## src/rtl/synth_pkg.sv

```systemverilog
// synth_pkg: shared widths, envelope limit and envelope state encoding for the synth datapath.
package synth_pkg;
    localparam int SAMPLE_WIDTH = 24;
    localparam int ENV_WIDTH = 16;
    localparam logic [ENV_WIDTH-1:0] ENV_MAX = '1;
    typedef enum logic [2:0] {IDLE, ATTACK, DECAY, SUSTAIN, RELEASE} env_state_t;
endpackage

```

## src/rtl/env_tick_gen.sv

```systemverilog
// env_tick_gen: free-running divider producing a one-cycle envelope tick strobe.
// Ports: clk_in (clock), rst_in (async active-low reset), tick (high for one cycle
// every CYCLES_PER_TICK cycles, in the cycle the counter wraps).
module env_tick_gen #(
    parameter int CYCLES_PER_TICK = 2268
) (
    input  logic clk_in,
    input  logic rst_in,
    output logic tick
);
    localparam int CW = CYCLES_PER_TICK > 1 ? $clog2(CYCLES_PER_TICK) : 1;
    logic [CW-1:0] count;
    assign tick = count == CW'(CYCLES_PER_TICK - 1);
    always_ff @(posedge clk_in or negedge rst_in) begin
        if (!rst_in) count <= '0;
        else         count <= tick ? '0 : count + 1'b1;
    end
endmodule

```

## src/rtl/adsr_envelope.sv

```systemverilog
// adsr_envelope: ADSR amplitude envelope scaling signed oscillator samples.
// Ports: clk_in/rst_in (clock, async active-low reset), gate_in (note gate),
// velocity_in (MIDI velocity), attack_step/decay_step/sustain_level/release_step
// (envelope shape), sample_in -> sample_out (signed samples, 2-cycle latency),
// env_level_out (current envelope), busy_out (state != IDLE).
// Option ADSR_VELOCITY_EN: scales the envelope by (velocity+1)/128 in an extra
// register stage; sample latency becomes 3 cycles.
module adsr_envelope
    import synth_pkg::*;
#(
    parameter int CYCLES_PER_TICK = 2268
) (
    input  logic                           clk_in,
    input  logic                           rst_in,
    input  logic                           gate_in,
    input  logic [6:0]                     velocity_in,
    input  logic [ENV_WIDTH-1:0]           attack_step,
    input  logic [ENV_WIDTH-1:0]           decay_step,
    input  logic [ENV_WIDTH-1:0]           sustain_level,
    input  logic [ENV_WIDTH-1:0]           release_step,
    input  logic signed [SAMPLE_WIDTH-1:0] sample_in,
    output logic signed [SAMPLE_WIDTH-1:0] sample_out,
    output logic [ENV_WIDTH-1:0]           env_level_out,
    output logic                           busy_out
);
    logic tick;
    env_state_t state;
    logic [ENV_WIDTH-1:0] env, env_eff;
    logic signed [SAMPLE_WIDTH-1:0] sample_d;
    logic signed [SAMPLE_WIDTH+ENV_WIDTH:0] prod;
    logic gate_q, gate_d, on_pend, off_pend;
    logic [ENV_WIDTH:0] att_sum, dec_diff, rel_diff;
    logic att_done, dec_done, rel_done;

    env_tick_gen #(.CYCLES_PER_TICK(CYCLES_PER_TICK)) u_tick (
        .clk_in(clk_in),
        .rst_in(rst_in),
        .tick  (tick)
    );

    // 17-bit arithmetic: the carry/borrow bit flags saturation
    assign att_sum  = {1'b0, env} + {1'b0, attack_step};
    assign dec_diff = {1'b0, env} - {1'b0, decay_step};
    assign rel_diff = {1'b0, env} - {1'b0, release_step};
    assign att_done = attack_step == '0 || att_sum >= {1'b0, ENV_MAX};
    assign dec_done = decay_step == '0 || dec_diff[ENV_WIDTH] || dec_diff[ENV_WIDTH-1:0] <= sustain_level;
    assign rel_done = release_step == '0 || rel_diff[ENV_WIDTH] || rel_diff[ENV_WIDTH-1:0] == '0;
    assign env_level_out = env;

    // Edge flags persist until the next tick so sub-tick gate pulses still register
    always_ff @(posedge clk_in or negedge rst_in) begin
        if (!rst_in) begin
            gate_q   <= 1'b0;
            gate_d   <= 1'b0;
            on_pend  <= 1'b0;
            off_pend <= 1'b0;
        end else begin
            gate_q   <= gate_in;
            gate_d   <= gate_q;
            on_pend  <= (on_pend & ~tick) | (gate_q & ~gate_d);
            off_pend <= (off_pend & ~tick) | (~gate_q & gate_d);
        end
    end

    // Transition ticks keep env unchanged; stepping starts on the following tick
    always_ff @(posedge clk_in or negedge rst_in) begin
        if (!rst_in) begin
            state    <= IDLE;
            env      <= '0;
            busy_out <= 1'b0;
        end else if (tick) begin
            if (on_pend && off_pend) begin
                state    <= RELEASE;
                busy_out <= 1'b1;
            end else if (on_pend) begin
                state    <= ATTACK;
                busy_out <= 1'b1;
            end else if (off_pend && state inside {ATTACK, DECAY, SUSTAIN}) begin
                state    <= RELEASE;
                busy_out <= 1'b1;
            end else begin
                case (state)
                    ATTACK: begin
                        env <= att_done ? ENV_MAX : att_sum[ENV_WIDTH-1:0];
                        if (att_done) state <= DECAY;
                    end
                    DECAY: begin
                        env <= dec_done ? sustain_level : dec_diff[ENV_WIDTH-1:0];
                        if (dec_done) state <= SUSTAIN;
                    end
                    SUSTAIN: env <= sustain_level;
                    RELEASE: begin
                        env <= rel_done ? '0 : rel_diff[ENV_WIDTH-1:0];
                        if (rel_done) begin
                            state    <= IDLE;
                            busy_out <= 1'b0;
                        end
                    end
                    default: ;
                endcase
            end
        end
    end

`ifdef ADSR_VELOCITY_EN
    logic [6:0] vel;
    // sample is delayed alongside env_eff so both meet at the multiplier
    always_ff @(posedge clk_in or negedge rst_in) begin
        if (!rst_in) begin
            vel      <= '0;
            env_eff  <= '0;
            sample_d <= '0;
        end else begin
            if (tick && on_pend) vel <= velocity_in;
            env_eff  <= ENV_WIDTH'(({8'b0, env} * ({17'b0, vel} + 24'd1)) >> 7);
            sample_d <= sample_in;
        end
    end
`else
    logic unused_velocity;
    assign unused_velocity = ^velocity_in;
    assign env_eff  = env;
    assign sample_d = sample_in;
`endif

    // |result| <= |sample|, so the truncation to SAMPLE_WIDTH cannot overflow
    always_ff @(posedge clk_in or negedge rst_in) begin
        if (!rst_in) begin
            prod       <= '0;
            sample_out <= '0;
        end else begin
            prod       <= sample_d * $signed({1'b0, env_eff});
            sample_out <= SAMPLE_WIDTH'(prod >>> ENV_WIDTH);
        end
    end
endmodule

```

## config.mk

```make
export PLATFORM = sky130hd
export DESIGN_NAME = adsr_envelope
export DESIGN_NICKNAME = d
export VERILOG_FILES = /design/src/rtl/synth_pkg.sv /design/src/rtl/env_tick_gen.sv /design/src/rtl/adsr_envelope.sv
export SDC_FILE = /design/constraint.sdc
export NUM_CORES = 1
export LEC_CHECK = 0
export BUFFER_PORTS_ARGS = -buffer_cell sky130_fd_sc_hd__buf_2
export CORE_MARGIN = 2
export CORE_UTILIZATION = 55
export CTS_BUF_LIST = sky130_fd_sc_hd__clkbuf_16
export DETAILED_ROUTE_END_ITERATION = 7
export GPL_TIMING_DRIVEN = 0
export PLACE_DENSITY_LB_ADDON = 0.08
export SLEW_MARGIN = 10
export SYNTH_ARGS = -nofsm -noshare
export SYNTH_HDL_FRONTEND = slang
export SYNTH_SLANG_ARGS = --single-unit
```

## constraint.sdc

```tcl
create_clock -name clk_in -period 10.7 [get_ports clk_in]
set_clock_uncertainty 0.15 [all_clocks]
set_input_delay 2.14 -clock clk_in [delete_from_list [all_inputs] [get_ports clk_in]]
set_output_delay 2.14 -clock clk_in [all_outputs]
set_load 0.02 [all_outputs]
```

==> results of run 1 <==
-- cell families after synthesis --
group	share of synthesized area, %
DFF	10.74
AOI/OAI and AO/OA	10.24
xor gates and xnor gates	3.267
buffers and inverters	10.86
adders and majority gates	48.45
muxes	0.2174
and+or+nand+nor	16.22
-- where the power goes --
part           internal, uW  leakage, uW  switching (uW)
Clock                   180     0.000151             139
Combinational          1680      0.00972            2170
Sequential              482     0.000977            23.4
Total                  2340       0.0109            2340
-- worst reg2reg max path: cells and delay by family, from the launching register on --
family | cells | cell delay, ns
flip-flops | 1 | 0.49
adder cells (fa/ha/maj) | 7 | 3.86
buffers and inverters | 5 | 1.45
XOR/XNOR | 1 | 0.14
AND/OR/NAND/NOR | 2 | 0.50
AO/OA/AOI/OAI | 6 | 1.66
-- state kept, by name, summed over array words and instances (netlist names) --
signal	cells
prod	24
sample_out	24
env_level_out	16
u_tick.count	12
state	3
busy_out	1
gate_d	1
gate_q	1
off_pend	1
on_pend	1
-- worst paths after layout --
path / cells past startpoint / to / from
worst max-delay path: 21 / prod[39] / sample_in[23]
worst min-delay path: 0 / sample_out[10] / prod[26]
worst max register to register: 21 / prod[39] / env_level_out[3]
worst min register to register: 0 / sample_out[10] / prod[26]
max in group asynchronous: 2 / sample_out[18] / rst_in
min in group asynchronous: 1 / u_tick.count[5] / rst_in
-- synthesized netlist by cell type (5+ instances only) --
library cell | instances | share of area [%]
xnor2_1 | 44 | 2.0
nor2_1 | 71 | 1.4
nor2b_1 | 5 | 0.16
a31oi_1 | 8 | 0.26
and2_1 | 151 | 4.8
nand2b_1 | 14 | 0.45
a21o_1 | 34 | 1.3
clkbuf_1 | 74 | 1.4
a22oi_1 | 5 | 0.19
dfrtp_1 | 84 | 11
nand2_1 | 289 | 5.5
o21ai_0 | 56 | 1.4
nand3_1 | 32 | 0.82
o211ai_1 | 19 | 0.73
xor2_1 | 29 | 1.3
o311ai_0 | 5 | 0.22
o31ai_1 | 7 | 0.27
nand3b_1 | 5 | 0.19
fa_1 | 373 | 38
a21oi_1 | 69 | 1.8
o21a_1 | 11 | 0.42
ha_1 | 161 | 10
o21bai_1 | 6 | 0.23
a221oi_1 | 6 | 0.27
a211o_1 | 6 | 0.27
inv_1 | 490 | 9.4
a211oi_1 | 22 | 0.84
o22ai_1 | 5 | 0.16
and3_1 | 14 | 0.45
nand4_1 | 10 | 0.32
nor4_1 | 21 | 0.67
nor3_1 | 20 | 0.51
-- metrics by stage --
step | total power (uW) | hold WS, ns | cell area, um^2
global route | 5333 | 0.2011 | 21150
finish | 4676 | 0.1960 | 21150
detailed placement | 4382 | 0.1847 | 20850
global placement | 4287 | 0.1823 | 20800
floorplan | 3519 | 0.1812 | 19570
CTS | 4723 | 0.1982 | 21140
-- routing by layer --
| layer | part of all wire [%] | GRT usage, % | vias to the layer above |
|---|---|---|---|
| li1 | - | - | 7188 |
| met1 | 42 | 42.22 | 8001 |
| met3 | 6.1 | 4.146 | 124 |
| met4 | 4.6 | 14.24 | 0 |
| met2 | 47 | 52.18 | 558 |
| met5 | 0 | 0 | - |
-- cell type report --
class	instances	area [um^2]	share of cell area [%]
Sequential cell	84	2102	9.941
Buffer	76	286.5	1.355
Multi-Input combinational cell	1563	15350	72.59
Timing Repair Buffer	134	698.2	3.302
Clock inverter	7	66.31	0.3136
Tap cell	461	576.8	2.728
Inverter	490	1839	8.698
Clock buffer	9	225.2	1.065
Antenna cell	1	2.502	0.01183
==> metrics.md, run 1 <==
| Metric | Value |
|---|---|
| Num Clock Sinks | 84 |
| Element type at the critical path end | flop |
| Fin. Hold Viols | 0 |
| Die area | 37110 um^2 |
| Vias in the first global route | 16799 |
| Register area share after synthesis | around 11% |
| Filler cells | 3204 |
| Post-route ant nets | 0 |
| P_leak | 0.01085 uW |
| Buffers plus inverters on the worst setup path | 5 |
| Startpoint class of the critical path | primary input |
| Die Height | roughly 190 um |
| Worst path slowest cell | fa_1 |
| Mapped cell area | approximately 20000 um^2 |
| # H-tree levels | 3 |
| Yosys warning count | 0 |
| GRT Util Overall | between 30% and 40% |
| CTS max path bufs | 2 |
| Period utilisation layout | 84.96% |
| Cts bufs inserted | 9 |
| Dpl ws | 1.279 ns |
| Top delay family on crit path | adder cells |
| Commonest non-fill, non-tap cell in the layout | inv_1 |
| Die Span X | 192.6 um |
| I/O Pins | between 100 and 150 |
| Setup TNS Final | 0 ns |
| Reg clk slew, reported paths | 0.06 ns |
| Most used cell, CP | fa_1 |
| Initial Utilization | 55.42% |
| 1st-pass router iterations | 5 |
| Hold_buf cts | 0 |
| Final non-filler cell total | approximately 2800 |
| Minimum clock period | between 9 and 10 ns |
| Global-route wire length before repair | a little under 90000 um |
| Final nets | 2990 |
| Per-cell routed wire length | just under 20 um |
| Worst-path fanout max | 10 |
| Worst skew pair latency | 0.38 ns |
| Post-Synthesis Cells | 2213 |
| Worst setup margin | 1.609 ns |
| Root Buffer | clkbuf_16 |
| Worst path cell trace | buf_2 -> clkbuf_1 -> nand2_1 -> fa_1 -> inv_1 -> fa_1 -> fa_1 -> fa_1 -> fa_1 -> inv_1 -> fa_1 -> inv_1 -> ha_1 -> and4_1 -> a221oi_1 -> o32a_1 -> o31a_1 -> a211oi_1 -> a211o_1 -> a21oi_1 -> xnor2_1 |
| Syn Nets | between 2000 and 3000 |
| GPL Wtd Cong | between 0.9 and 1 |
| Synth Flop Type | dfrtp_1 |
| CTS tree | done |
| Remaining global-route overflow | 0 |
| Share of cells above drive strength 1 | 7.025% |
| Worst VDD drop | 0.3934 mV |
| Crit Path Class | primary input to flop |
| DRT iter0 DRCs | 1081 |
| Commonest cells after routing, fill and taps aside | inv_1 (491), fa_1 (373), nand2_1 (289) |
| Max Freq | 110.0 MHz |
| Via density | between 5 and 6 |
| Area Overhead vs Synth | 8.049% |
| Drc violations | 0 |
| Final HPWL DP | roughly 45000 um |
| WP data required | 10.84 ns |
| Post-Syn Area per Cell | 8.843 um^2 |
| Final WL | approximately 55000 um |
| Relative slew slack | 37.11% |
| Worst path max stage delay | 0.78 ns |
| CTS resizes | 0 |
| Setup bufs post-CTS | 0 |
| Worst EP arrival | 9.23 ns |
| Status | finished, final reports clean |
| Core area | between 30000 and 40000 um^2 |
| Yosys reg bits | 84 |
| Final core utilization | 59.88% |
| RSZ-0062 raised after global routing | no |
| Max cap viols | 0 |
| Post-synth ARST share | 100.0% |
| Max-slew violations | 0 |
| Post-synth EDFFs | 0 |
| I/O Buffers | 131 |
| Worst slew pin tran | ~0.94 ns |
| Inst Count DP | 2808 |
| Yosys cell types | 66 |
| Power density over cell area | approximately 220 nW/um^2 |
| Setup-failing EPs final | 0 |
| Initial antenna violation count | 1 |
| Worst hold path class | flop to flop |
| Num rows | 69 |
| Largest net degree at the start of global routing | 49 |
| Routed vias | 15871 |
| R2r setup slk | approximately 2.4 ns |
(Power assumes the default switching activity.)
==> run 2: changes to the inputs <==
==> constraint.sdc (replaced) <==
create_clock -name clk_in -period 9 [get_ports clk_in]
set_clock_uncertainty 0.15 [all_clocks]
set_input_delay 1.8 -clock clk_in [delete_from_list [all_inputs] [get_ports clk_in]]
set_output_delay 1.8 -clock clk_in [all_outputs]
set_load 0.02 [all_outputs]
==> run 2 against run 1 <==
Net effect:
- core utilization about the same
- critical path type unchanged
- first-iteration DRC count grew 0.93%
- cell area hardly changed
- hold slack about the same
- critical endpoint is now prod[37]
- total power up 19%
- largest cell class unchanged
==> metrics.md, run 2 (same netlist as run 1, synthesis figures left out) <==
| Metric | Value |
|---|---|
| Status | finished, final reports clean |
| Setup-failing EPs final | 0 (unchanged) |
| Final nets | 2989 (-0.033%) |
| Worst hold path class | flop to flop |
| Worst path max stage delay | 0.61 ns (-0.17 ns) |
| Worst EP arrival | 8.69 ns (-0.54 ns) |
| Max cap viols | 0 (unchanged) |
| DRT iter0 DRCs | 1091 (+0.93%) |
| P_leak | 0.01085 uW (about the same) |
| Startpoint class of the critical path | primary input |
| CP Depth | 22 (+4.8%) |
| Initial Utilization | 55.42% (unchanged) |
| Inst Count DP | 2808 (unchanged) |
| Largest net degree at the start of global routing | 49 (unchanged) |
| Core area | 35310 um^2 (unchanged) |
| Cts bufs inserted | 9 (unchanged) |
| Remaining global-route overflow | 0 (unchanged) |
| Worst r2r dst | prod[39] |
| Global-route wire length before repair | 88370 um (unchanged) |
| Num rows | 69 (unchanged) |
| Per-cell routed wire length | 19.41 um (about the same) |
| Final WL | 54810 um (-0.10%) |
| CTS tree | done |
| Max-slew violations | 0 (unchanged) |
| Setup bufs post-CTS | 0 (unchanged) |
| Element type at the critical path end | flop |
| Num Clock Sinks | 84 (unchanged) |
| Routed vias | 15839 (-0.20%) |
| Commonest non-fill, non-tap cell in the layout | inv_1 |
| I/O Buffers | 131 (unchanged) |
| Filler cells | 3204 (unchanged) |
| Period utilisation layout | a little over nine tenths |
| Vias in the first global route | 16799 (unchanged) |
| I/O Pins | 139 (unchanged) |
| Commonest cells after routing, fill and taps aside | inv_1 (491), fa_1 (373), nand2_1 (289) |
| RSZ-0062 raised after global routing | no |
| Minimum clock period | approximately 8.6 ns |
| Drc violations | 0 (unchanged) |
| Max Freq | 116.9 MHz |
| Via density | 5.609 (-0.17%) |
| Setup TNS Final | 0 ns (unchanged) |
| Root Buffer | clkbuf_16 |
| Crit path capture | prod[37] |
| Worst-path fanout max | 10 (unchanged) |
| WP data required | 9.14 ns (-1.70 ns) |
| Crit Path Class | primary input to flop |
| Final non-filler cell total | 2824 (-0.035%) |
| Worst path slowest cell | clkbuf_1 |
| 1st-pass router iterations | 5 (unchanged) |
| Worst skew pair latency | 0.37 ns (about the same) |
| Worst r2r src | env_level_out[3] |
| Relative slew slack | 37.12% (about the same) |
| Top delay family on crit path | adder cells |
| Power density over cell area | 262.8 nW/um^2 (+19%) |
| Buffers plus inverters on the worst setup path | 5 (unchanged) |
| Fin. Hold Viols | 0 (unchanged) |
| GPL Wtd Cong | 0.9677 (unchanged) |
| Initial antenna violation count | 1 (unchanged) |
| Die Span X | 192.6 um (unchanged) |
| R2r setup slk | 0.67 ns (-1.70 ns) |
| Worst path cell trace | buf_2 -> clkbuf_1 -> nand2_1 -> fa_1 -> fa_1 -> fa_1 -> fa_1 -> inv_1 -> fa_1 -> inv_1 -> fa_1 -> inv_1 -> ha_1 -> o211ai_1 -> a21oi_1 -> and2_1 -> a21oi_1 -> o31a_1 -> a211oi_1 -> a21oi_1 -> o21bai_1 -> xor2_1 |
| Post-route ant nets | 0 (unchanged) |
| Die Height | 192.6 um (unchanged) |
| Reg2Reg Depth | 21 (unchanged) |
| Reg clk slew, reported paths | 0.06 ns (about the same) |
| GRT Util Overall | 31.79% (unchanged) |
| Worst slew pin tran | 0.9376 ns (-0.00003999 ns) |
| Area Overhead vs Synth | 8.030% (about the same) |
| Share of cells above drive strength 1 | 7.028% (about the same) |
| Final HPWL DP | 45080 um (unchanged) |
| Most used cell, CP | fa_1 |
| Worst VDD drop | 0.4683 mV (+19%) |
| CTS max path bufs | 2 (unchanged) |
| Critical Path Start | sample_in[10] |
| # H-tree levels | 3 (unchanged) |
| Die area | 37110 um^2 (unchanged) |
-- run 2: cell count changes in the layout (fill, tap and decap cells not counted), sizes merged --
| cell | previous run | this run |
|---|---|---|
| clkbuf | 83 | 82 |
-- run 2: area by class of cell --
class	instances	area [um^2]	area share, %
Multi-Input combinational cell	1563	15350	72.60
Sequential cell	84	2102	9.943
Inverter	490	1839	8.700
Timing Repair Buffer	134	698.2	3.302
Tap cell	461	576.8	2.728
Buffer	75	282.8	1.338
Clock buffer	9	225.2	1.065
Clock inverter	7	66.31	0.3137
Antenna cell	1	2.502	0.01184
-- run 2: worst min path at each step --
| stage | start | to | slack [ns] | cells after the start |
|---|---|---|---|---|
| 2_1_floorplan | prod[16] | sample_out[0] | 0.18 | 0 |
| 3_3_place_gp | prod[31] | sample_out[15] | 0.18 | 0 |
| 3_5_place_dp | prod[29] | sample_out[13] | 0.18 | 0 |
| 4_1_cts | prod[30] | sample_out[14] | 0.20 | 0 |
| 5_1_grt | prod[30] | sample_out[14] | 0.20 | 0 |
| 6_report | prod[26] | sample_out[10] | 0.20 | 0 |
-- run 2: what timing repair did --
item,in CTS,in global routing
setup endpoints to repair,0,2
hold buffers,0,0
endpoints found under the hold margin,0,0
gates resized for setup,0,0
-- run 2: per-stage QoR --
step / hold WS, ns / setup WS [ns] / total power (uW) / cell area, um^2 / util, %
after CTS: 0.1982 / 0.2812 / 5615 / 21140 / 59.88
after detailed placement: 0.1847 / -0.08095 / 5210 / 20850 / 59.05
after global routing: 0.2011 / 0.1569 / 6340 / 21140 / 59.87
after floorplan: 0.1812 / 1.081 / 4183 / 19570 / -
after global placement: 0.1823 / -0.04080 / 5096 / 20800 / 58.91
final: 0.1960 / 0.4476 / 5556 / 21140 / 59.87
-- run 2: layer usage --
layer | vias to the layer above | GRT usage, % | share of wire, %
met3 | 118 | 4.146 | 6.8
met2 | 601 | 52.18 | 47
li1 | 7184 | - | -
met5 | - | 0 | 0
met1 | 7936 | 42.22 | 42
met4 | 0 | 14.24 | 4.6
-- run 2: power by group --
part | switching [uW] | total, uW | internal (uW) | leakage, uW
Combinational | 2580 | 4580 | 2000 | 0.00972
Sequential | 27.5 | 600 | 572 | 0.000977
Clock | 164 | 377 | 214 | 0.000151
Total | 2770 | 5560 | 2780 | 0.0109
